[src/rtl/spi_xfer_pkg.sv]
// Shared definitions for the SPI-to-BRAM transfer controller.
//
// Contents:
//   CMD_WRITE / CMD_READ / CMD_STATUS : command byte values
//   state_t                           : controller state encoding (3 bits)
//   ERR_OVF / ERR_ZERO / ERR_ABORT    : bit positions in the sticky error vector
package spi_xfer_pkg;

  localparam logic [7:0] CMD_WRITE  = 8'h01;
  localparam logic [7:0] CMD_READ   = 8'h02;
  localparam logic [7:0] CMD_STATUS = 8'h03;

  typedef enum logic [2:0] {
    IDLE = 3'd0,
    HDR  = 3'd1,
    CALC = 3'd2,
    WR   = 3'd3,
    RD   = 3'd4
  } state_t;

  localparam int ERR_OVF   = 0;
  localparam int ERR_ZERO  = 1;
  localparam int ERR_ABORT = 2;

endpackage

[src/rtl/spi_bram_xfer_ctrl.sv]
// SPI-to-BRAM image transfer controller.
//
// Decodes a command byte from the SPI slave byte interface, collects a
// 4-byte height/width header, and then either writes the frame into a
// single-port BRAM or streams it back out of the BRAM. Chip-select going
// high mid-frame aborts the transfer. Errors are sticky until a STATUS
// command reads them out or reset is applied.
//
// Ports:
//   clk, rst       : system clock, asynchronous active-low reset
//   cs_n           : SPI chip select (clk-synchronous), high = frame boundary
//   byte_valid     : one-cycle strobe, byte_in holds a complete byte
//   byte_in        : received SPI byte
//   byte_out       : byte presented for the next SPI transfer
//   bram_addr/we/wdata : BRAM write/read port
//   bram_rdata     : BRAM read data, one cycle after the address
//   busy           : controller is not idle
//   frame_done     : one-cycle pulse after the last data byte
//   state          : current state encoding
//   err            : sticky flags {abort, zero size, overflow}
module spi_bram_xfer_ctrl
  import spi_xfer_pkg::*;
#(
  parameter int DATA_W    = 8,
  parameter int ADDR_W    = 15,
  parameter int MEM_DEPTH = 19200,
  parameter int DIM_W     = 16
) (
  input  logic              clk,
  input  logic              rst,
  input  logic              cs_n,
  input  logic              byte_valid,
  input  logic [DATA_W-1:0] byte_in,
  output logic [DATA_W-1:0] byte_out,
  output logic [ADDR_W-1:0] bram_addr,
  output logic              bram_we,
  output logic [DATA_W-1:0] bram_wdata,
  input  logic [DATA_W-1:0] bram_rdata,
  output logic              busy,
  output logic              frame_done,
  output logic [2:0]        state,
  output logic [2:0]        err
);

  localparam int IDX_W = 2 * DIM_W;
  localparam logic [IDX_W-1:0] DEPTH_L = IDX_W'(MEM_DEPTH);
  localparam logic [IDX_W-1:0] ONE_L   = IDX_W'(1);

  state_t              state_q, nxt_state;
  logic                write_mode_q, nxt_mode;
  logic [31:0]         hdr_q, nxt_hdr;
  logic [1:0]          hdr_cnt_q, nxt_cnt;
  logic [IDX_W-1:0]    index_q, nxt_idx;
  logic [IDX_W-1:0]    total_q, nxt_total;
  logic                issue_q, nxt_issue;
  logic                issue_zero_q, nxt_issue_zero;
  logic                cap_q, nxt_cap;
  logic                cap_zero_q, nxt_cap_zero;
  logic                clear_ctx;

  logic [DATA_W-1:0]   nxt_byte_out;
  logic [ADDR_W-1:0]   nxt_addr;
  logic                nxt_we;
  logic [DATA_W-1:0]   nxt_wdata;
  logic                nxt_done;
  logic [2:0]          nxt_err;

  logic [DIM_W-1:0]    height;
  logic [DIM_W-1:0]    width;
  logic [IDX_W-1:0]    product;
  logic [IDX_W-1:0]    idx_inc;
  logic                last_byte;
  logic [DATA_W-1:0]   status_byte;

  // The header shift register holds height in the upper half and width in
  // the lower half once all four bytes are in; the product is only
  // consumed during CALC.
  assign height    = DIM_W'(hdr_q[31:16]);
  assign width     = DIM_W'(hdr_q[15:0]);
  assign product   = IDX_W'(height) * IDX_W'(width);
  assign idx_inc   = index_q + ONE_L;
  assign last_byte = (index_q == total_q - ONE_L);
  assign state     = state_q;

  // STATUS reply: error flags in the top of the low byte, state in the
  // bottom, zero-extended when the SPI byte is wider than eight bits.
  always_comb begin
    status_byte      = '0;
    status_byte[7:0] = {err, 2'b00, state_q};
  end

  // Next-state and next-output logic. Every output is registered, so this
  // block computes the value each register takes on the next clock. The
  // read pipeline is two stages: an address issued in one cycle returns
  // data from the BRAM one cycle later, which is then captured into
  // byte_out. Abort on chip select has priority over any byte in flight.
  always_comb begin
    nxt_state      = state_q;
    nxt_byte_out   = byte_out;
    nxt_addr       = bram_addr;
    nxt_we         = 1'b0;
    nxt_wdata      = bram_wdata;
    nxt_done       = 1'b0;
    nxt_err        = err;
    nxt_mode       = write_mode_q;
    nxt_hdr        = hdr_q;
    nxt_cnt        = hdr_cnt_q;
    nxt_idx        = index_q;
    nxt_total      = total_q;
    nxt_issue      = 1'b0;
    nxt_issue_zero = 1'b0;
    nxt_cap        = issue_q;
    nxt_cap_zero   = issue_zero_q;
    clear_ctx      = 1'b0;

    if (cap_q) begin
      nxt_byte_out = cap_zero_q ? '0 : bram_rdata;
    end

    if (cs_n && (state_q != IDLE)) begin
      nxt_state          = IDLE;
      nxt_err[ERR_ABORT] = 1'b1;
      nxt_cap            = 1'b0;
      nxt_cap_zero       = 1'b0;
      clear_ctx          = 1'b1;
    end else begin
      case (state_q)
        IDLE: begin
          if (byte_valid && !cs_n) begin
            if (byte_in == DATA_W'(CMD_WRITE)) begin
              nxt_mode  = 1'b1;
              nxt_state = HDR;
            end else if (byte_in == DATA_W'(CMD_READ)) begin
              nxt_mode  = 1'b0;
              nxt_state = HDR;
            end else if (byte_in == DATA_W'(CMD_STATUS)) begin
              nxt_byte_out = status_byte;
              nxt_err      = '0;
            end
          end
        end

        HDR: begin
          if (byte_valid) begin
            nxt_hdr = {hdr_q[23:0], byte_in[7:0]};
            nxt_cnt = hdr_cnt_q + 2'd1;
            if (hdr_cnt_q == 2'd3) begin
              nxt_state = CALC;
            end
          end
        end

        CALC: begin
          if (product == '0) begin
            nxt_err[ERR_ZERO] = 1'b1;
            nxt_state         = IDLE;
            clear_ctx         = 1'b1;
          end else begin
            if (product > DEPTH_L) begin
              nxt_err[ERR_OVF] = 1'b1;
            end
            nxt_total = product;
            nxt_idx   = '0;
            if (write_mode_q) begin
              nxt_state = WR;
            end else begin
              nxt_state = RD;
              nxt_addr  = '0;
              nxt_issue = 1'b1;
            end
          end
        end

        WR: begin
          if (byte_valid) begin
            nxt_byte_out = byte_in;
            if (index_q < DEPTH_L) begin
              nxt_we    = 1'b1;
              nxt_addr  = index_q[ADDR_W-1:0];
              nxt_wdata = byte_in;
            end
            if (last_byte) begin
              nxt_done  = 1'b1;
              nxt_state = IDLE;
              clear_ctx = 1'b1;
            end else begin
              nxt_idx = idx_inc;
            end
          end
        end

        RD: begin
          if (byte_valid) begin
            if (last_byte) begin
              nxt_done  = 1'b1;
              nxt_state = IDLE;
              clear_ctx = 1'b1;
            end else begin
              nxt_idx   = idx_inc;
              nxt_issue = 1'b1;
              if (idx_inc < DEPTH_L) begin
                nxt_addr = idx_inc[ADDR_W-1:0];
              end else begin
                nxt_issue_zero = 1'b1;
              end
            end
          end
        end

        default: begin
          nxt_state = IDLE;
          clear_ctx = 1'b1;
        end
      endcase
    end

    if (clear_ctx) begin
      nxt_idx   = '0;
      nxt_hdr   = '0;
      nxt_cnt   = '0;
      nxt_total = '0;
    end
  end

  // State and output registers. Reset is asynchronous so that pulling it
  // low mid-frame drops bram_we before the next clock can complete a write.
  always_ff @(posedge clk or negedge rst) begin
    if (!rst) begin
      state_q      <= IDLE;
      write_mode_q <= 1'b0;
      hdr_q        <= '0;
      hdr_cnt_q    <= '0;
      index_q      <= '0;
      total_q      <= '0;
      issue_q      <= 1'b0;
      issue_zero_q <= 1'b0;
      cap_q        <= 1'b0;
      cap_zero_q   <= 1'b0;
      byte_out     <= '0;
      bram_addr    <= '0;
      bram_we      <= 1'b0;
      bram_wdata   <= '0;
      busy         <= 1'b0;
      frame_done   <= 1'b0;
      err          <= '0;
    end else begin
      state_q      <= nxt_state;
      write_mode_q <= nxt_mode;
      hdr_q        <= nxt_hdr;
      hdr_cnt_q    <= nxt_cnt;
      index_q      <= nxt_idx;
      total_q      <= nxt_total;
      issue_q      <= nxt_issue;
      issue_zero_q <= nxt_issue_zero;
      cap_q        <= nxt_cap;
      cap_zero_q   <= nxt_cap_zero;
      byte_out     <= nxt_byte_out;
      bram_addr    <= nxt_addr;
      bram_we      <= nxt_we;
      bram_wdata   <= nxt_wdata;
      busy         <= (nxt_state != IDLE);
      frame_done   <= nxt_done;
      err          <= nxt_err;
    end
  end

endmodule
[config.mk]
export PLATFORM = sky130hd
export DESIGN_NAME = spi_bram_xfer_ctrl
export DESIGN_NICKNAME = d
export VERILOG_FILES = /design/src/rtl/spi_xfer_pkg.sv /design/src/rtl/spi_bram_xfer_ctrl.sv
export SDC_FILE = /design/constraint.sdc
export NUM_CORES = 1
export LEC_CHECK = 0
export ABC_AREA = 1
export CORE_AREA = 3 3 180 182
export CTS_CLUSTER_DIAMETER = 100
export DETAILED_ROUTE_END_ITERATION = 8
export DIE_AREA = 0 0 183 185
export DONT_BUFFER_PORTS = 1
export PLACE_DENSITY = 0.78
export SLEW_MARGIN = 40
export SYNTH_ARGS = -nofsm -noshare
export SYNTH_HDL_FRONTEND = slang
export SYNTH_SLANG_ARGS = --single-unit
[constraint.sdc]
create_clock -name clk -period 15.6 [get_ports clk]
set_input_delay 0.78 -clock clk [delete_from_list [all_inputs] [get_ports clk]]
set_output_delay 0.78 -clock clk [all_outputs]
set_load 0.005 [all_outputs]
==> impl_metrics.tcl, run 1 <==
set metrics [dict create \
    rrSetupSlack_ps 8280 \
    synth_ff_type "dfrtp_1" \
    design_power_total_mw 4.238 \
    rsz0062_at_grt "no" \
    min_path_type "input pin to asynchronous set/reset pin" \
    root_buffer "clkbuf_16" \
    critPathMaxStageDelay_ps 890 \
    syn_nets 3014 \
    drv_cap 0 \
    grt_usage_pct 33.40 \
    ctsHtreeMaxLevel 4 \
    ys_seq_area_share_pct 19.30 \
    synth-edff-count 0 \
    vias_per_cell 5.623 \
    nets 2919 \
    fin_setup_tns_ps 0 \
    dr_total_vias 16910 \
    p_switching_mw 2.478 \
    die_area_um2 33860 \
    ir_worst_vdd_uv 141.4 \
    switching_share_pct 58.46 \
    fin_crit_sh_pct 46.95 \
    clkTransAtPathRegs_ps 60 \
    cpMaxStageDelayCell "dfrtp_1" \
    skew_ps 20.95 \
    place_congestion 0.9336 \
    antenna_found_initial 0 \
    synth_common_cells "880 x nand2_1, 517 x inv_1, 237 x nor2_1" \
    setup_viol 0 \
    ys_types 48 \
    yosysMostFrequentCell "nand2_1" \
    drt_iter0_drc 1586 \
    seq_area_um2 3582 \
    yosys.area.top_type "fa_1" \
    diodes 0 \
    worst_setup_path_endpoint "hdr_q[6]" \
    cp.required_ps 15920 \
    post-route-min-period_ps 7324 \
    grt_pass1_vias 16880 \
    syn_inst 2693 \
    synth.area.top_cells "fa_1 21%, dfrtp_1 19%, nand2_1 18%, inv_1 10%, ha_1 7.2%" \
    p_leak_nw 10.48 \
    drc 0 \
    first_pass_iters 6 \
    cts_repair_resize_count 0 \
    cts_buffers 17 \
    antenna_left 0 \
    clock-sinks 143 \
    hold_viol_final 0 \
    intPower_mw 1.761 \
    routedWlPerCell_um 18.10 \
    power_density_nw_per_um2 221.8 \
    cts.path.max_buffers 2 \
    fill_cells 2869 \
    synth_top_cell_area_share_pct 20.95 \
    cts_tree "yes" \
    ios 60 \
    slew_headroom_pct 43.36 \
    crit_fanout 34 \
    startpoint "hdr_q[6]" \
    start_util_pct 60.30 \
    multiInputGateArea_um2 12450 \
    ys_warn_count 0 \
    synth-async-reset-ratio_pct 100.0 \
    grt_pass1_wl_um 88770 \
    die_w_um 183 \
    netlist_area_um2 18540 \
    die_h_um 185 \
    share_seq_of_total_power_pct 17.6 \
    final_max_slew_viol_count 0 \
    routed_wl_um 54440 \
    synth_seq_cells 143 \
    area_delta_synth_final_pct 3.070 \
    r2r_start "hdr_q[6]" \
    avgSynthCellArea_um2 6.885 \
    dp_hpwl_um 42320 \
    overflow 0 \
    grt_max_degree 126 \
    clkLatencyLatePin_ps 460 \
    crit_path_end_kind "flip-flop" \
    fmax_mhz 136.5 \
    status "finished clean" \
    start_kind "flip-flop" \
    worstSetupPathType "flip-flop to flip-flop" \
    worstMarginPinSlew_ps 849.7 \
    p_clk_share_pct 9.4 \
    finalInstanceArea_um2 19110 \
    io_buffers 0 \
    worstRegToRegCells 28 \
    power_frac_comb_pct 73.1 \
    reg2reg_to "hdr_q[6]" \
    fp-row-count 64 \
    drive_gt1_share_pct 3.447 \
    place_area_um2 18520 \
    fp.coreArea_um2 30750 \
    cp_data_arrival_time_ps 7650 \
]
[stage by stage]
step                      worst slack [ps]  cells  utilization (%)  hold WS (ps)
after CTS                             8086   3006            62.07        0.2379
after floorplan                       9442   2693                -         448.1
final                                 8276   3007            62.15         26.94
after global placement                8153   2972            60.18         470.8
after global routing                  7888   3007            62.15        0.1901
after detailed placement              8120   2972            60.21         474.1
[kinds of logic (layout without fill, tap and decap cells)]
group,after synthesis,after routing,share of synthesized area [%]
AND/OR/NAND/NOR,1426,1426,32.53
flip-flops,143,143,19.30
XOR/XNOR,58,58,2.780
adder cells (fa/ha/maj),301,301,28.17
buffers and inverters,643,561,13.60
AO/OA/AOI/OAI,122,122,3.630
[repair_timing]
action | 4_1_cts | 5_1_grt
setup buffers | 0 | 0
endpoints found under the hold margin | 19 | 0
hold buffers | 2 | 0
[sequential cells by signal, indices dropped and copies added, names as in the netlist, 2 cells and up]
signal and count:
bram_wdata 8, hdr_q 32, err 3, bram_addr 15
index_q 32, byte_out 8, state 3, hdr_cnt_q 2
total_q 32
[area by class of cell]
| cell class | count | share of cell area [%] |
|---|---|---|
| clock inverters | 12 | 0.4910 |
| multi-input cells | 1907 | 65.16 |
| clock buffers | 20 | 2.390 |
| flip-flops and latches | 143 | 18.74 |
| well taps | 396 | 2.593 |
| repair buffers | 5 | 0.3012 |
| inverters | 524 | 10.32 |
[critical path, delay by kind of cell, from the launching register on]
family	cells	cell delay, ps
AND/OR/NAND/NOR	14	1830
flip-flops	1	890
adder cells (fa/ha/maj)	7	3500
AO/OA/AOI/OAI	1	310
buffers and inverters	6	640
[power by group through the flow]
stage | Sequential [mW] | Clock, mW | Combinational, mW
3_3_place_gp | 0.729 | 0 | 3.01
3_5_place_dp | 0.735 | 0 | 3.06
4_1_cts | 0.730 | 0.402 | 3.08
5_1_grt | 0.753 | 0.415 | 3.59
6_report | 0.745 | 0.396 | 3.10
2_1_floorplan | 0.504 | 0 | 2.52
[metal layers]
layer	wire (um)	up-vias	share of wire [%]	GRT usage [%]
met5	0	-	0	0
met3	5065	166	9.3	7.364
met4	2091	0	3.8	12.74
li1	-	7937	-	-
met2	25540	865	47	55.67
met1	21740	7939	40	42.97
[worst min path at each step]
stage / to
after global placement: cap_q
after CTS: index_q[30]
after detailed placement: cap_q
final: total_q[17]
after floorplan: cap_q
after global routing: hdr_q[22]
[placed cells by master (no fill, tap or decap), types with 18 or more instances in the layout]
cell / n
ha_1: 107
nand4_1: 73
nor3_1: 20
o21ai_0: 46
nor2_1: 236
dfrtp_1: 140
xnor2_1: 18
a21oi_1: 48
nand2_1: 879
nor2_2: 18
inv_1: 517
fa_1: 194
nand3_1: 149
xor2_1: 39
(Power assumes the default switching activity.)
==> inputs of run 2 (changes only) <==
Settings changed: PLACE_DENSITY 0.78 to 0.81.
Clock period 15.6 ns to 6.25 ns, I/O delays scaled along.
==> impl_metrics.tcl, run 2 (synthesized netlist as in run 1, its figures left out) <==
set metrics [dict create \
    ir_worst_vdd_uv 565.1 \
    post-route-min-period_ps 6316 \
    critPathMaxStageDelay_ps 560 \
    multiInputGateArea_um2 13250 \
    drt_iter0_drc 1914 \
    crit_fanout 5 \
    routedWlPerCell_um 18.90 \
    grt_max_degree 144 \
    setup_viol 35 \
    timing.hold.ws_ps 34.54 \
    power_density_nw_per_um2 660.0 \
    fp-row-count 64 \
    min_path_type "input pin to flip-flop" \
    start_kind "flip-flop" \
    design_power_total_mw 14.57 \
    overflow 0 \
    largest_registers "hdr_q x32, index_q x32, total_q x32" \
    fin_ws_ps -66.35 \
    ctsHtreeMaxLevel 4 \
    drive_gt1_share_pct 16.42 \
    fmax_mhz 158.3 \
    clkLatencyLatePin_ps 450 \
    die_w_um 183 \
    final_common_cell "nand2_1" \
    area_delta_synth_final_pct 19.09 \
    cp_data_arrival_time_ps 6650 \
    place_area_um2 19900 \
    drc 0 \
    mostFrequentLayoutCells "820 x nand2_1, 508 x inv_1, 216 x nor2_1" \
    crit_path_end_kind "flip-flop" \
    slew_headroom_pct 44.38 \
    dp_worst_setup_slack_ps -235.7 \
    cts_tree "yes" \
    place_congestion 0.9631 \
    skew_ps 15.27 \
    seq_area_um2 3607 \
    io_buffers 0 \
    routed_wl_um 60770 \
    dp_hpwl_um 44140 \
    cts.path.max_buffers 2 \
    root_buffer "clkbuf_16" \
    grt_pass1_wl_um 91910 \
    first_pass_iters 9 \
    die_area_um2 33860 \
    violations "negative setup slack" \
    diodes 0 \
    ios 60 \
    finalInstanceArea_um2 22080 \
    cp_common_cell "fa_1" \
    antenna_found_initial 1 \
    die_h_um 185 \
    fin_setup_tns_ps -888.7 \
    start_util_pct 60.30 \
    drv_cap 0 \
    status "finished, violations left" \
    fill_cells 2312 \
    cpMaxStageDelayCell "fa_1" \
    crit_buf_inv 9 \
    rsz0062_at_grt "yes" \
    antenna_left 0 \
    nets 3128 \
    vias_per_cell 5.714 \
    final_max_slew_viol_count 0 \
    clock-sinks 143 \
    hold_viol_final 0 \
    cp.required_ps 6580 \
    cts_buffers 17 \
    cp_top_family "adder cells" \
    dr_total_vias 18380 \
    p_leak_nw 11.76 \
    worstSetupPathType "flip-flop to flip-flop" \
    fin_crit_sh_pct 101.1 \
    clkTransAtPathRegs_ps 80 \
    worstMarginPinSlew_ps 834.4 \
    grt_usage_pct 33.97 \
    grt_pass1_vias 18190 \
    fp.coreArea_um2 30750 \
]
run 2: changes by cell type in the layout (fill, tap and decap cells not counted), moves of 18 or more:
cell / delta
buf_12: +28
buf_4: +156
dfrtp_1: -20
dfrtp_2: +20
ha_1: -25
ha_4: +24
nand2_1: -59
nand2_2: +48
nor2_1: -20
nor2_4: +18
run 2: path summary, 6_finish.rpt:
kind                            startpoint           end  slack, ps  depth (start not counted)
worst max-delay path              hdr_q[5]  bram_addr[3]        -70                         29
worst min-delay path            byte_in[2]   byte_out[2]         30                          1
worst max register to register    hdr_q[5]  bram_addr[3]        -70                         29
worst min register to register     issue_q         cap_q        520                          2
max in group asynchronous              rst      hdr_q[6]       5060                          2
min in group asynchronous              rst   total_q[19]        440                          2
run 2: metal layers:
| metal | share of wire, % | track usage [%] | vias up |
|---|---|---|---|
| li1 | - | - | 8344 |
| met1 | 38 | 43.35 | 8762 |
| met2 | 48 | 59.16 | 990 |
| met3 | 8.2 | 4.969 | 278 |
| met4 | 6.1 | 12.49 | 2 |
| met5 | 0.013 | 0 | - |
run 2: what timing repair did:
action / CTS / global route
hold endpoints to repair: 144 / 0
resized for setup: 44 / 182
gates cloned: 3 / 4
hold buffers: 3 / 0
setup buffers: 18 / 33
pin swaps: 10 / 119
endpoints found under the setup margin: 119 / 119
run 2: worst register-to-register path, delay by kind of cell, from the launching register on:
family | cells | cell delay (ps)
buffers and inverters | 9 | 940
and+or+nand+nor | 13 | 1480
adders and majority gates | 7 | 3300
DFF | 1 | 480
run 2: cell type report:
| cell class | count | share of cell area, % |
|---|---|---|
| Tap cell | 396 | 2.244 |
| Inverter | 524 | 8.947 |
| Clock inverter | 15 | 0.7763 |
| Clock buffer | 17 | 1.927 |
| Timing Repair Buffer | 213 | 9.763 |
| Multi-Input combinational cell | 1908 | 60.01 |
| Sequential cell | 143 | 16.34 |
run 2: power by group:
group | internal, mW | leakage, nW | switching, mW | total [mW]
clock | 0.571 | 0.290 | 0.478 | 1.05
combinational | 5.18 | 9.56 | 6.83 | 12.0
sequential | 1.14 | 1.92 | 0.372 | 1.52
run 2: per-stage QoR:
stage | utilization, % | std cells
after global placement | 64.68 | 3123
after CTS | 68.15 | 3179
final | 71.81 | 3216
after detailed placement | 64.71 | 3123
after floorplan | - | 2693
after global routing | 71.81 | 3216
